$ cat src/rtl/uart_tx_fifo_ctrl_pkg.sv
// Shared types and constants for the UART transmit FIFO controller.
package uart_tx_fifo_ctrl_pkg;

  localparam int DEPTH_W = 9;

  // FIFO strobes are active-low
  localparam logic ASSERT_N   = 1'b0;
  localparam logic DEASSERT_N = 1'b1;

  typedef enum logic [1:0] {
    IDLE,
    READ,
    WAIT,
    HOLD
  } rd_state_e;

endpackage

$ cat src/rtl/uart_tx_fifo_ctrl_fifo_occ_counter.sv
// Committed-occupancy counter for the transmit FIFO, with registered
// almost-full flag that moves in the same cycle as the count.
module fifo_occ_counter
  import uart_tx_fifo_ctrl_pkg::*;
#(
  parameter int DEPTH    = 256,
  parameter int AF_LEVEL = 255
) (
  input  logic               clk,
  input  logic               rst_n,
  input  logic               clr,
  input  logic               inc,
  input  logic               dec,
  output logic [DEPTH_W-1:0] count,
  output logic               almost_full
);

  logic [DEPTH_W-1:0] count_next;

  // Next count: flush wins, simultaneous inc/dec cancel, clamp at both ends
  always_comb begin
    count_next = count;
    if (clr) begin
      count_next = '0;
    end else if (inc && !dec && (count < DEPTH_W'(DEPTH))) begin
      count_next = count + 1'b1;
    end else if (dec && !inc && (count != '0)) begin
      count_next = count - 1'b1;
    end
  end

  // Count and flag registers; flag derived from next count to stay aligned
  always_ff @(posedge clk or negedge rst_n) begin
    if (!rst_n) begin
      count       <= '0;
      almost_full <= 1'b0;
    end else begin
      count       <= count_next;
      almost_full <= (count_next >= DEPTH_W'(AF_LEVEL));
    end
  end

endmodule

$ cat src/rtl/uart_tx_fifo_ctrl.sv
// Transmit FIFO controller: registers host writes into the FIFO, pops bytes
// with read-latency compensation and offers them on a valid/ready handshake.
//
// state | meaning
// ------+------------------------------------------------------------
// IDLE  | nothing in flight; pop when count > 0 and FIFO not empty
// READ  | FIFO_RDB low for exactly this cycle; count drops at its end
// WAIT  | RD_LAT cycles for the FIFO data; capture on the last one
// HOLD  | TX_VALID high, TX_DATA stable until TX_READY
module uart_tx_fifo_ctrl
  import uart_tx_fifo_ctrl_pkg::*;
#(
  parameter int DEPTH    = 256,
  parameter int AF_LEVEL = 255,
  parameter int RD_LAT   = 2
) (
  input  logic               CLK,
  input  logic               RESET_N,
  input  logic               CLR,
  input  logic               WR_REQ,
  input  logic [7:0]         WR_DATA,
  output logic               OVERFLOW,
  output logic               FIFO_WRB,
  output logic [7:0]         FIFO_DI,
  output logic               FIFO_RDB,
  input  logic [7:0]         FIFO_DO,
  input  logic               FIFO_FULL,
  input  logic               FIFO_EMPTY,
  output logic               FIFO_RESET_N,
  output logic               TX_VALID,
  output logic [7:0]         TX_DATA,
  input  logic               TX_READY,
  output logic [DEPTH_W-1:0] COUNT,
  output logic               ALMOST_FULL
);

  localparam int WAIT_W = (RD_LAT > 1) ? $clog2(RD_LAT) : 1;

  rd_state_e         state, state_next;
  logic [WAIT_W-1:0] wait_cnt;
  logic              fifo_ready;
  logic              wr_acc;
  logic              capture;

  assign fifo_ready = (COUNT != '0) && !FIFO_EMPTY;
  assign wr_acc     = WR_REQ && !CLR && (COUNT < DEPTH_W'(DEPTH)) && !FIFO_FULL;
  assign capture    = (state == WAIT) && (wait_cnt == '0);
  assign TX_VALID   = (state == HOLD);

  // Read FSM next-state decode; flush forces IDLE from any state
  always_comb begin
    state_next = state;
    if (CLR) begin
      state_next = IDLE;
    end else begin
      case (state)
        IDLE:    if (fifo_ready) state_next = READ;
        READ:    state_next = WAIT;
        WAIT:    if (wait_cnt == '0) state_next = HOLD;
        HOLD:    if (TX_READY) state_next = fifo_ready ? READ : IDLE;
        default: state_next = IDLE;
      endcase
    end
  end

  // State register, latency down-counter and registered read strobe
  always_ff @(posedge CLK or negedge RESET_N) begin
    if (!RESET_N) begin
      state    <= IDLE;
      wait_cnt <= '0;
      FIFO_RDB <= DEASSERT_N;
    end else begin
      state    <= state_next;
      FIFO_RDB <= (state_next == READ) ? ASSERT_N : DEASSERT_N;
      if (state == READ) begin
        wait_cnt <= WAIT_W'(RD_LAT - 1);
      end else if ((state == WAIT) && (wait_cnt != '0)) begin
        wait_cnt <= wait_cnt - 1'b1;
      end
    end
  end

  // Write register stage and drop reporting; writes during flush are silent
  always_ff @(posedge CLK or negedge RESET_N) begin
    if (!RESET_N) begin
      FIFO_WRB <= DEASSERT_N;
      FIFO_DI  <= 8'h00;
      OVERFLOW <= 1'b0;
    end else begin
      FIFO_WRB <= wr_acc ? ASSERT_N : DEASSERT_N;
      if (wr_acc) FIFO_DI <= WR_DATA;
      OVERFLOW <= WR_REQ && !CLR && !wr_acc;
    end
  end

  // FIFO reset: held during system reset, one-cycle pulse on flush
  always_ff @(posedge CLK or negedge RESET_N) begin
    if (!RESET_N) begin
      FIFO_RESET_N <= ASSERT_N;
    end else begin
      FIFO_RESET_N <= CLR ? ASSERT_N : DEASSERT_N;
    end
  end

  // TX holding register, loaded when the FIFO output is valid
  always_ff @(posedge CLK or negedge RESET_N) begin
    if (!RESET_N) begin
      TX_DATA <= 8'h00;
    end else if (capture && !CLR) begin
      TX_DATA <= FIFO_DO;
    end
  end

  fifo_occ_counter #(
    .DEPTH    (DEPTH),
    .AF_LEVEL (AF_LEVEL)
  ) u_occ (
    .clk         (CLK),
    .rst_n       (RESET_N),
    .clr         (CLR),
    .inc         (wr_acc),
    .dec         (state == READ),
    .count       (COUNT),
    .almost_full (ALMOST_FULL)
  );

endmodule
$ cat config.mk
export PLATFORM = sky130hd
export DESIGN_NAME = uart_tx_fifo_ctrl
export DESIGN_NICKNAME = d
export VERILOG_FILES = /design/src/rtl/uart_tx_fifo_ctrl_pkg.sv /design/src/rtl/uart_tx_fifo_ctrl_fifo_occ_counter.sv /design/src/rtl/uart_tx_fifo_ctrl.sv
export SDC_FILE = /design/constraint.sdc
export NUM_CORES = 1
export LEC_CHECK = 0
export CORE_MARGIN = 10
export CORE_UTILIZATION = 45
export DETAILED_ROUTE_END_ITERATION = 16
export GPL_TIMING_DRIVEN = 0
export PLACE_DENSITY = 0.85
export SETUP_SLACK_MARGIN = 0.05
export SYNTH_ARGS = -nofsm -noshare
export SYNTH_HDL_FRONTEND = slang
export SYNTH_HIERARCHICAL = 1
export SYNTH_SLANG_ARGS = --single-unit
$ cat constraint.sdc
create_clock -name CLK -period 4.3 [get_ports CLK]
set_input_delay 1.075 -clock CLK [delete_from_list [all_inputs] [get_ports CLK]]
set_output_delay 1.075 -clock CLK [all_outputs]
set_load 0.02 [all_outputs]
Word-level counts from Yosys, hierarchy flattened
Cells that the tools add are included.
W data, S select, Z words.
{ "word_totals": {"regBits": 33, "in_bits": 23, "elab_cells": 54, "output_inout_bits": 31} }
{ "classes": {"order_cmp": 2, "addsub": 3, "muxes": 14, "eq_ne": 4, "bitwise": 1, "n_reduce_logical": 20} }
{ "ops": {"columns": ["cell", "count"], "rows": [
  ["$mux W9", 3],
  ["$logic_and A1 B1 Y1", 12],
  ["$add A9 B1 Y9 const B", 1],
  ["$ge A9 B8 Y1 const B", 1],
  ["$lt A9 B9 Y1 const B", 1],
  ["$reduce_bool A9 Y1", 1],
  ["$sub A9 B1 Y9 const B", 1],
  ["$mux W2", 4],
  ["$pmux W2 S4", 1],
  ["$mux W1", 6],
  ["$logic_not A1 Y1", 5],
  ["$eq A2 B1 Y1 const B", 2],
  ["$eq A2 B2 Y1 const B", 2],
  ["$logic_not A2 Y1", 1],
  ["$reduce_bool A2 Y1", 1],
  ["$not A1 Y1", 1],
  ["$sub A1 B1 Y1 const B", 1]
]} }

Longest topological paths before layout
{ "logic_depth": {"ltp_word": 11, "mapped_depth": 8, "depth_no_buf": 8} }

Cells and area by module
The synthesis kept the hierarchy.
{ "by_module_without_submodules": {"columns": ["mod", "cells_per_inst", "instances", "area_per_inst_um2"], "rows": [
  ["uart_tx_fifo_ctrl", 63, 1, 914.6],
  ["fifo_occ_counter", 79, 1, 757.0]
]} }

Worst setup path before layout
OpenSTA, ideal clock, no wires.
{ "synth_timing": {"path_kind": "input-to-reg", "start": "input CLR", "end": "register u_occ.almost_full", "stages": 8, "arrival_time_ns": 2.754, "path_slack_ns": 1.426, "setup_ns": 0.120, "required_time_ns": 4.180, "n_path_buf": 0, "cell_sequence": "nand2b_4 > nor3_4 > nor3b_2 > nand3_1 > and3_4 > o32ai_2 > a21oi_1 > a41o_1"} }
{ "synth_via": {"elab_chain_len": 11, "word_cells_on_any_way": 13, "classes_between": "order compare: 1; mux: 3; reduce/logical: 9"} }
{ "synth_rtl": {"columns": ["element", "line", "text"], "rows": [
  ["start: declaration", "uart_tx_fifo_ctrl.sv:19", "input logic CLR,"],
  ["$logic_not A1 Y1 (*)", "uart_tx_fifo_ctrl.sv:46", "assign wr_acc = WR_REQ && !CLR && (COUNT < DEPTH_W'(DEPTH)) && !FIFO_FULL;"],
  ["$logic_and A1 B1 Y1 (*) (3 in a row)", "uart_tx_fifo_ctrl.sv:46", null],
  ["named net wr_acc", "uart_tx_fifo_ctrl.sv:42", "logic wr_acc;"],
  ["$logic_not A1 Y1", "uart_tx_fifo_ctrl_fifo_occ_counter.sv:27", "end else if (dec && !inc && (count != '0)) begin"],
  ["$logic_and A1 B1 Y1 (2 in a row)", "uart_tx_fifo_ctrl_fifo_occ_counter.sv:27", null],
  ["$mux W9", "uart_tx_fifo_ctrl_fifo_occ_counter.sv:27", null],
  ["$mux W9 (*)", "uart_tx_fifo_ctrl_fifo_occ_counter.sv:25", "end else if (inc && !dec && (count < DEPTH_W'(DEPTH))) begin"],
  ["$mux W9 (*)", "uart_tx_fifo_ctrl_fifo_occ_counter.sv:23", "if (clr) begin"],
  ["$ge A9 B8 Y1 (*)", "uart_tx_fifo_ctrl_fifo_occ_counter.sv:39", "almost_full <= (count_next >= DEPTH_W'(AF_LEVEL));"],
  ["end signal: assignment", "uart_tx_fifo_ctrl_fifo_occ_counter.sv:39", null],
  ["end: declaration", "uart_tx_fifo_ctrl_fifo_occ_counter.sv:15", "output logic almost_full"]
]} }
Mark *: on every way through the listed nets, which the timed path passes. The rest lies on a longest branch.
A chain may end at the register's enable or synchronous reset.

Worst setup path in the final report
Same ends and word-level chain as after synthesis.

==> results.txt <==
Worst Setup End Kind - register
via/cell ratio - 5.275
Setup crit start kind - input pin
Fmax achieved - 283.5 MHz
vias in the first global route - 1,330
H-tree lvl count - 2
syn_area_per_cell - 11.77 um^2
WS Path Type - in2reg
clk sinks - 33
multiplexer area fraction after synthesis - 0.1138
Max Slew Vio Count - 0
Async SR Flop Fraction - 1.000
Layout area overhead - 43.04%
WL final - 4098 um
Remaining Overflow, GRT - 0
post-synthesis cell area - 1672 um^2
Die Ht - 80.95 um
critical-path cell list - clkdlybuf4s50_1, nand2b_4, nor3_4, nor3b_2, nand3_1, and3_4, o32ai_2, a21oi_1, a41o_1
GP Congestion - 0.8810
Slew Limit Headroom - 0.5202
Yosys Warn Count - 6
clock network latency to the later pin of the worst-skew pair - 0.28 ns
post-synthesis adder-cell area fraction - 0.01497
CTS Buffer Depth - 2
Required @ worst endpoint - 4.48 ns
register share of total power - 0.375
row cnt - 22
Layout Skew - 0.003452 ns
Max stage delay on crit path - 0.50 ns
CP top delay family - simple AND/OR/NAND/NOR gates
Worst Hold Class - reg2reg
DRC Markers - 0
critical path arrival - 3.71 ns
drt pass-1 iters - 4
Clk pin slew, worst setup/hold paths - 0.07 ns
number of hold violations in the final report - 0
Clk pwr share - 0.313
Synth Area in Simple Gates - 0.2238
worst slack at placement - 0.4780 ns
Post-synth top flop - dfrtp_1
vias - 1,324
Final Setup Violations - 0
P_int - 0.7863 mW
CP bufs+invs - 1
switching pwr - 0.3159 mW
crit share post-route - 0.8204
final worst slack - 0.7721 ns
CTS root buf - clkbuf_8
Worst R2R Setup Slack - 1.63 ns
Net Count, Synth - 167
detailed-placement wirelength estimate - 3034 um
Iteration-0 DRC Markers - 36
critical path peak fanout - 12
slowest CP cell - clkdlybuf4s50_1
unrepaired setup endpoints after global routing - false
worst vdd ir - 217.3 uV
post-DR wirelength/cell - 16.33 um
global-route wire length before repair - 6506 um
static leakage - 1.012 nW
Post-synth EDFFs - 0
Port Buffers - 53
CTS tree - built
die area - 6553 um^2
Seq/Total Area, Yosys - 0.4955
hold buffer count at CTS - 0
initial antenna violation count - 0
core area - 3633 um^2
post-route ant nets - 0
post_cts resized - 0
post-layout power - 1.102 mW
largest family of logic cells by synthesized area - simple AND/OR/NAND/NOR gates
Sw Share - 0.2866
Comb power frac - 0.312
PwrDens - 461.0 nW/um^2
maxcap violations - 0
number of setup buffers added after CTS - 0
die width - 80.95 um
Fillers - 302
Distinct cells, synth - 49
Num CTS Buffers - 5
worst-margin pin slew - 0.7197 ns
Post-Synth XOR/XNOR Area - 0.03144
fraction of layout cells with a size suffix above 1 - 0.2069
# diodes - 0
I/O pin count - 54
Yosys reg bits - 33
Initial Util - 0.4601
pin count of the biggest net entering global routing - 34
Setup TNS - 0 ns
Nets - 227
Compound-Gate Fraction of Synth Area - 0.09431
Syn Inst Count - 142
status - finished clean
Final Critical Period - 3.528 ns
All-Layer GR Usage - 0.1260
[power by group through the flow]
stage | Clock (mW) | Sequential (mW) | Combinational [mW]
CTS | 0.353 | 0.414 | 0.352
finish | 0.345 | 0.414 | 0.344
global route | 0.363 | 0.422 | 0.371
global placement | 0 | 0.415 | 0.344
floorplan | 0 | 0.484 | 0.114
detailed placement | 0 | 0.420 | 0.350
[final cells by class]
class,count,area (um^2),share of cell area
Sequential cell,33,828.3,0.3464
Multi-Input combinational cell,100,799.5,0.3344
Clock buffer,5,68.82,0.02878
Tap cell,48,60.06,0.02512
Inverter,5,18.77,0.007849
Clock inverter,3,65.06,0.02721
Timing Repair Buffer,53,525.5,0.2198
Buffer,4,25.02,0.01047
[final timing paths]
kind / cells after the start / to / startpoint
max in group asynchronous: 1 / TX_DATA[6] / RESET_N
max reg2reg: 7 / u_occ/almost_full / u_occ/count[8]
min: 1 / TX_DATA[2] / TX_DATA[2]
min reg2reg: 1 / TX_DATA[2] / TX_DATA[2]
max: 9 / u_occ/almost_full / CLR
min in group asynchronous: 1 / u_occ/count[3] / RESET_N
[logic make-up after synthesis]
family          count (synthesis)
fa+ha+maj                       2
mux                            17
compound gates                 22
buf+inv                         9
simple gates                   53
xor+xnor                        6
flops                          33
[flip-flops by register name, summed over array words and instances (netlist names)]
register and flops:
FIFO_DI 8, FIFO_RDB 1, FIFO_RESET_N 1, FIFO_WRB 1, OVERFLOW 1, TX_DATA 8
state 2, u_occ/almost_full 1, u_occ/count 9, wait_cnt 1
[synthesized netlist by cell type, types with 2 or more instances]
cell | n | area, um^2
or3_1 | 3 | 18.77
xnor2_1 | 2 | 17.52
or4_4 | 2 | 22.52
xor2_1 | 4 | 35.03
nand2b_1 | 2 | 12.51
o21ai_0 | 4 | 20.02
nor4_1 | 2 | 12.51
nor3_1 | 2 | 10.01
nor2_1 | 17 | 63.81
a21oi_1 | 5 | 25.02
ha_1 | 2 | 25.02
nand2_1 | 4 | 15.01
nand3_1 | 2 | 10.01
nor2b_1 | 2 | 12.51
mux2_2 | 16 | 180.2
buf_2 | 2 | 10.01
inv_1 | 5 | 18.77
dfrtp_1 | 31 | 775.7
and3_1 | 3 | 18.77
dfstp_2 | 2 | 52.55
nor4_2 | 2 | 25.02
[cell usage in the layout (no fill, tap or decap), types with 2 or more instances in the layout]
cell / instances
nor4_1: 2
nor2b_1: 2
clkbuf_8: 5
nor4_2: 2
nand2b_1: 2
bufinv_16: 2
or3_1: 3
inv_1: 5
xor2_1: 4
buf_2: 3
dfstp_2: 2
dfrtp_1: 31
ha_1: 2
or4_4: 2
and3_1: 3
a21oi_1: 5
nor2_1: 17
xnor2_1: 2
nor3_1: 2
nand2_1: 4
mux2_2: 16
o21ai_0: 4
clkdlybuf4s50_1: 52
nand3_1: 2
[per-stage QoR]
stage	area [um^2]	cells	hold WS (ns)	util
floorplan	1672	142	0.4540	-
global placement	2262	243	0.4706	0.6226
detailed placement	2257	243	0.4960	0.6212
CTS	2391	251	0.5119	0.6581
global route	2391	251	0.5166	0.6581
finish	2391	251	0.5078	0.6581
[metal layers]
layer	up-vias	wire length, um	track usage
li1	634	-	-
met1	635	1681	0.1462
met2	52	1976	0.2094
met3	3	411	0.05629
met4	0	29	0.02941
met5	-	0	0
Power figures use the tool's default switching activity.
